### src/rtl/adc_ser_multi_pkg.sv
// Shared definitions for the multi-channel ADC serial-link emulator:
// test-pattern mode encodings and a counter-width helper.
package adc_ser_multi_pkg;

    typedef enum logic [1:0] {
        MODE_NORMAL  = 2'd0,
        MODE_RAMP    = 2'd1,
        MODE_FIXED   = 2'd2,
        MODE_CHECKER = 2'd3
    } mode_e;

    // Bits needed to hold a frame position 0..n-1 (at least one bit).
    function automatic int cnt_width(input int n);
        return (n <= 1) ? 1 : $clog2(n);
    endfunction

endpackage

### src/rtl/adc_ser_lane.sv
// One serial lane: a DATA_WIDTH shift register that loads a word once per
// frame and shifts it out MSB- or LSB-first. The direction is captured with
// the word so a mid-frame change of LSB_FIRST only affects the next frame.
module adc_ser_lane #(
    parameter int DATA_WIDTH = 14
) (
    input  logic                  CLK,
    input  logic                  RST,
    input  logic                  LOAD,
    input  logic                  LSB_FIRST,
    input  logic [DATA_WIDTH-1:0] DATA_IN,
    output logic                  DATA_OUT
);

    logic [DATA_WIDTH-1:0] r_shift;
    logic                  r_lsb_first;

    // Load word and direction on LOAD, otherwise shift toward the output bit, filling with zeros.
    always_ff @(posedge CLK) begin
        if (RST) begin
            r_shift     <= '0;
            r_lsb_first <= 1'b0;
        end else if (LOAD) begin
            r_shift     <= DATA_IN;
            r_lsb_first <= LSB_FIRST;
        end else if (r_lsb_first) begin
            r_shift <= {1'b0, r_shift[DATA_WIDTH-1:1]};
        end else begin
            r_shift <= {r_shift[DATA_WIDTH-2:0], 1'b0};
        end
    end

    assign DATA_OUT = r_lsb_first ? r_shift[0] : r_shift[DATA_WIDTH-1];

endmodule

### src/rtl/adc_ser_multi.sv
// Multi-channel ADC serial-link emulator. Runs on the ADC bit clock,
// aligns a frame counter to the rising edge of ENC, produces the frame clock,
// loads each lane once per frame (live data or a test pattern) and flags
// loss of frame alignment.
module adc_ser_multi
    import adc_ser_multi_pkg::*;
#(
    parameter int CHANNELS    = 4,
    parameter int DATA_WIDTH  = 14,
    parameter int FRAME_LEN   = 16,
    parameter int LOAD_OFFSET = 5,
    parameter int SYNC_DLY    = 0
) (
    input  logic                           CLK,
    input  logic                           RST,
    input  logic                           ENC,
    input  logic [CHANNELS*DATA_WIDTH-1:0] DATA_IN,
    input  logic [1:0]                     MODE,
    input  logic                           LSB_FIRST,
    input  logic [DATA_WIDTH-1:0]          PATTERN,
    output logic [CHANNELS-1:0]            DATA_OUT,
    output logic                           FCO,
    output logic                           LOCKED,
    output logic                           SYNC_ERR,
    output logic [15:0]                    SAMPLE_CNT
);

    localparam int CW = cnt_width(FRAME_LEN);
    localparam logic [CW-1:0] C_LAST = CW'(FRAME_LEN - 1);
    localparam logic [CW-1:0] C_LOAD = CW'(LOAD_OFFSET);
    localparam logic [CW-1:0] C_SYNC = CW'(SYNC_DLY);
    localparam logic [CW-1:0] C_HALF = CW'(FRAME_LEN / 2);

    // Checkerboard word whose MSB is 0: 0101... read from the MSB.
    function automatic logic [DATA_WIDTH-1:0] checker_word();
        logic [DATA_WIDTH-1:0] w;
        for (int i = 0; i < DATA_WIDTH; i++) begin
            w[i] = ((DATA_WIDTH - 1 - i) % 2) == 1;
        end
        return w;
    endfunction

    localparam logic [DATA_WIDTH-1:0] C_CHK_A = checker_word();

    logic [1:0]            r_sync;
    logic [CW-1:0]         r_cnt;
    logic                  r_locked;
    logic                  r_sync_err;
    logic [DATA_WIDTH-1:0] r_ramp;
    logic                  r_chk_phase;
    logic [15:0]           r_sample_cnt;

    logic                                 w_rise;
    logic                                 w_load;
    logic [CW-1:0]                        w_cnt_inc;
    logic [CHANNELS-1:0][DATA_WIDTH-1:0]  w_word;

    assign w_rise    = r_sync[0] & ~r_sync[1];
    assign w_cnt_inc = (r_cnt == C_LAST) ? '0 : r_cnt + CW'(1);
    assign w_load    = r_locked & (r_cnt == C_LOAD);

    // Synchronise ENC, run the frame counter, and track lock and misalignment.
    always_ff @(posedge CLK) begin
        if (RST) begin
            r_sync     <= '0;
            r_cnt      <= '0;
            r_locked   <= 1'b0;
            r_sync_err <= 1'b0;
        end else begin
            r_sync <= {r_sync[0], ENC};
            if (w_rise) begin
                r_cnt    <= C_SYNC;
                r_locked <= 1'b1;
                // An edge that does not land where the free-running count expects it is a slip.
                if (r_locked && (w_cnt_inc != C_SYNC)) begin
                    r_sync_err <= 1'b1;
                end
            end else begin
                r_cnt <= w_cnt_inc;
            end
        end
    end

    // Per-load bookkeeping: ramp base, checkerboard phase and load counter.
    always_ff @(posedge CLK) begin
        if (RST) begin
            r_ramp       <= '0;
            r_chk_phase  <= 1'b0;
            r_sample_cnt <= '0;
        end else if (w_load) begin
            r_ramp       <= r_ramp + DATA_WIDTH'(1);
            r_chk_phase  <= ~r_chk_phase;
            r_sample_cnt <= r_sample_cnt + 16'd1;
        end
    end

    // Select the word each lane loads according to the current mode.
    always_comb begin
        w_word = '0;
        for (int c = 0; c < CHANNELS; c++) begin
            case (mode_e'(MODE))
                MODE_NORMAL: w_word[c] = DATA_IN[c*DATA_WIDTH +: DATA_WIDTH];
                MODE_RAMP:   w_word[c] = r_ramp + DATA_WIDTH'(c);
                MODE_FIXED:  w_word[c] = PATTERN;
                default:     w_word[c] = r_chk_phase ? ~C_CHK_A : C_CHK_A;
            endcase
        end
    end

    for (genvar c = 0; c < CHANNELS; c++) begin : g_lane
        adc_ser_lane #(
            .DATA_WIDTH (DATA_WIDTH)
        ) u_lane (
            .CLK       (CLK),
            .RST       (RST),
            .LOAD      (w_load),
            .LSB_FIRST (LSB_FIRST),
            .DATA_IN   (w_word[c]),
            .DATA_OUT  (DATA_OUT[c])
        );
    end

    assign FCO        = (r_cnt >= C_HALF);
    assign LOCKED     = r_locked;
    assign SYNC_ERR   = r_sync_err;
    assign SAMPLE_CNT = r_sample_cnt;

endmodule

### config.mk
export PLATFORM = sky130hd
export DESIGN_NAME = adc_ser_multi
export DESIGN_NICKNAME = d
export VERILOG_FILES = /design/src/rtl/adc_ser_multi_pkg.sv /design/src/rtl/adc_ser_lane.sv /design/src/rtl/adc_ser_multi.sv
export SDC_FILE = /design/constraint.sdc
export NUM_CORES = 1
export LEC_CHECK = 0
export ABC_AREA = 1
export CAP_MARGIN = 20
export CORE_UTILIZATION = 45
export DETAILED_ROUTE_END_ITERATION = 8
export DONT_BUFFER_PORTS = 1
export PLACE_DENSITY = 0.66
export SLEW_MARGIN = 20
export SYNTH_ARGS = -nofsm -noshare
export SYNTH_HDL_FRONTEND = slang
export SYNTH_SLANG_ARGS = --single-unit
### constraint.sdc
create_clock -name CLK -period 1.9 [get_ports CLK]
set_input_delay 0.38 -clock CLK [delete_from_list [all_inputs] [get_ports CLK]]
set_output_delay 0.38 -clock CLK [all_outputs]
set_load 0.02 [all_outputs]
==> results.sh <==
export IMPL_final_setup_tns_ns=0
export IMPL_drive_gt1_share_pct=7.13
export IMPL_mostFrequentLayoutCells="nand2_1, a21oi_1, dfxtp_1"
export IMPL_root_buffer="clkbuf_16"
export IMPL_synthFlopType="dfxtp_1"
export IMPL_routed_via_density=5.88
export IMPL_clock_latency_ns=0.36
export IMPL_grt_ovfl_total=0
export IMPL_final_common_cell="nand2_1"
export IMPL_start_util_pct=47.1
export IMPL_die_area_um2=12600
export IMPL_hold_depth=1
export IMPL_antenna_cells=0
export IMPL_fp_dieH_um=112
export IMPL_critical_path_class="flip-flop to flip-flop"
export IMPL_dieWidth_um=112
export IMPL_drt_pass1_iterations=7
export IMPL_final_util_pct=51.3
export IMPL_fin_skew_ns=0.00954
export IMPL_path_max_fanout=26
export IMPL_cts_tree="yes"
export IMPL_synth_edf_count=0
export IMPL_end_kind="flip-flop"
export IMPL_coreArea_um2=11700
export IMPL_final_nets=892
export IMPL_antenna_found_initial=0
export IMPL_hp_class="input port to flip-flop"
export IMPL_route_detailed_drc=0
export IMPL_slew_viol_final=0
export IMPL_hold_start="RST"
export IMPL_ys_seq_area_share_pct=35.0
export IMPL_hold_buffers=0
export IMPL_clk_pin_slew_worst_paths_ns=0.07
export IMPL_fin_ws_ns=0.189
export IMPL_maxSlewHeadroom_pct=58.6
export IMPL_postCtsSetupRepairBufs=0
export IMPL_cts_sinks=96
export IMPL_synth_largest_area_cell="dfxtp_1"
export IMPL_grt_max_degree=75
export IMPL_syn_to_final_growth_pct=9.00
export IMPL_fin_cells=956
export IMPL_r2r_start="r_cnt[1]"
export IMPL_status="finished, final reports clean"
export IMPL_critical_path_arrival_ns=2.00
export IMPL_synth_top_area_share_pct=35.0
export IMPL_worst_pin_slew_ns=0.615
export IMPL_cts_htree_levels=3
export IMPL_drt_iter0_drc=482
export IMPL_fmax_ghz=0.584
export IMPL_rsz0062_at_grt="no"
export IMPL_routedWlPerCell_um=18.1
export IMPL_startpoint="r_cnt[1]"
export IMPL_finalInstanceArea_um2=5990
export IMPL_postRouteAntennaNets=0
export IMPL_power_density_nw_per_um2=678
export IMPL_synth_area_um2=5490
export IMPL_drt_total_wl_mm=17.3
export IMPL_portBuffers=0
export IMPL_hpwl_mm=12.8
export IMPL_dp_slack_ns=0.137
export IMPL_cp_start_kind="flip-flop"
export IMPL_synth_net_count=906
export IMPL_grtUsageTotal_pct=27.8
export IMPL_synthCells=822
export IMPL_drv_cap=0
export IMPL_num_rows=39
export IMPL_ir_drop_mv=0.427
export IMPL_dr_total_vias=5624
export IMPL_required_ns=2.19
export IMPL_synth_seq_cells=96
export IMPL_finalSetupViolations=0
export IMPL_async_flop_share_pct=0
export IMPL_cts_resized=0
export IMPL_reg2reg_depth=10
export IMPL_grt_pass1_wl_mm=27.2
export IMPL_synthTopCellsByArea="dfxtp_1, nand2_1, a21oi_1"
export IMPL_p_leak_uw=0.00228
export IMPL_period_minus_slack_ns=1.71
export IMPL_grt_pass1_vias=5216
export IMPL_cts_buffers=9
export IMPL_gp_congestion=0.961
export IMPL_dp_cells=939
export IMPL_hold_viol_final=0
export IMPL_synth_cell_types=36
export IMPL_synth_avg_cell_area_um2=6.68
export IMPL_yosys_warnings=0
export IMPL_finalCritPeriodShare_pct=90.1
export IMPL_placed_area_um2=5670
export IMPL_io_pins=99
export IMPL_clk_path_buf_depth=2
[critical path: stages, from the launching register on]
cell and delay, ns:
dfxtp_1 0.35, inv_1 0.07, ha_1 0.17, nand2_1 0.06, inv_1 0.05, nand2_4 0.17
inv_6 0.11, nor2_4 0.17, clkbuf_16 0.23, a22oi_1 0.10, a21oi_1 0.15
[area by class of cell]
cell class	count	area (um2)
timing repair buffer	22	245
clock inverter	6	50.0
inverter	72	275
fill	1149	5680
clock buffer	10	239
multi-input combinational	607	3070
sequential	96	1920
tap	143	179
[stage by stage]
stage	total power (uW)	hold WS [ns]
floorplan	2280	0.411
global placement	2320	0.419
detailed placement	2320	0.439
CTS	4090	0.0816
global route	4190	0.0915
finish	4060	0.100
[flip-flops by register name, summed over array words and instances (netlist names)]
name                       flops
SYNC_ERR                       1
r_ramp                        14
SAMPLE_CNT                    16
g_lane.u_lane.r_lsb_first      1
g_lane.u_lane.r_shift         56
r_cnt                          4
r_sync                         2
LOCKED                         1
r_chk_phase                    1
[cell families (layout without fill, tap and decap cells)]
kind of cell             Yosys count  after routing  share of synthesized area, %
buffers and inverters            119            110                          9.20
adder cells (fa/ha/maj)            8              8                          1.82
flip-flops                        96             96                          35.0
AO/OA/AOI/OAI                    239            239                          25.3
AND/OR/NAND/NOR                  354            354                          27.7
XOR/XNOR                           6              6                         0.957
[power breakdown]
| part | internal, uW | switching (uW) |
|---|---|---|
| clock network | 942 | 833 |
| registers | 2020 | 8.79 |
| logic | 83.1 | 170 |
[layer usage]
metal / vias to the layer above / routed length (um) / global-route usage, %
met5: - / 0 / 0
met4: 0 / 472 / 11.4
met3: 26 / 1280 / 5.51
met2: 226 / 7900 / 43.6
met1: 2635 / 7640 / 37.6
li1: 2737 / - / -
[Yosys cell counts (11+ instances only)]
| cell type | instances |
|---|---|
| clkbuf_1 | 15 |
| inv_1 | 69 |
| o21ai_0 | 65 |
| a21oi_1 | 103 |
| nand2_1 | 220 |
| nand4_1 | 12 |
| o211ai_1 | 11 |
| buf_2 | 24 |
| nor2_1 | 50 |
| a22oi_1 | 48 |
| dfxtp_1 | 96 |
| nand3_1 | 49 |
[final timing paths]
path / end / slack [ns]
hold reg to reg: r_sync[1] / 0.44
setup reg to reg: g_lane[2].u_lane.r_shift[6] / 0.19
setup / recovery: g_lane[2].u_lane.r_shift[6] / 0.19
hold / removal: LOCKED / 0.10
Power figures use the tool's default switching activity.
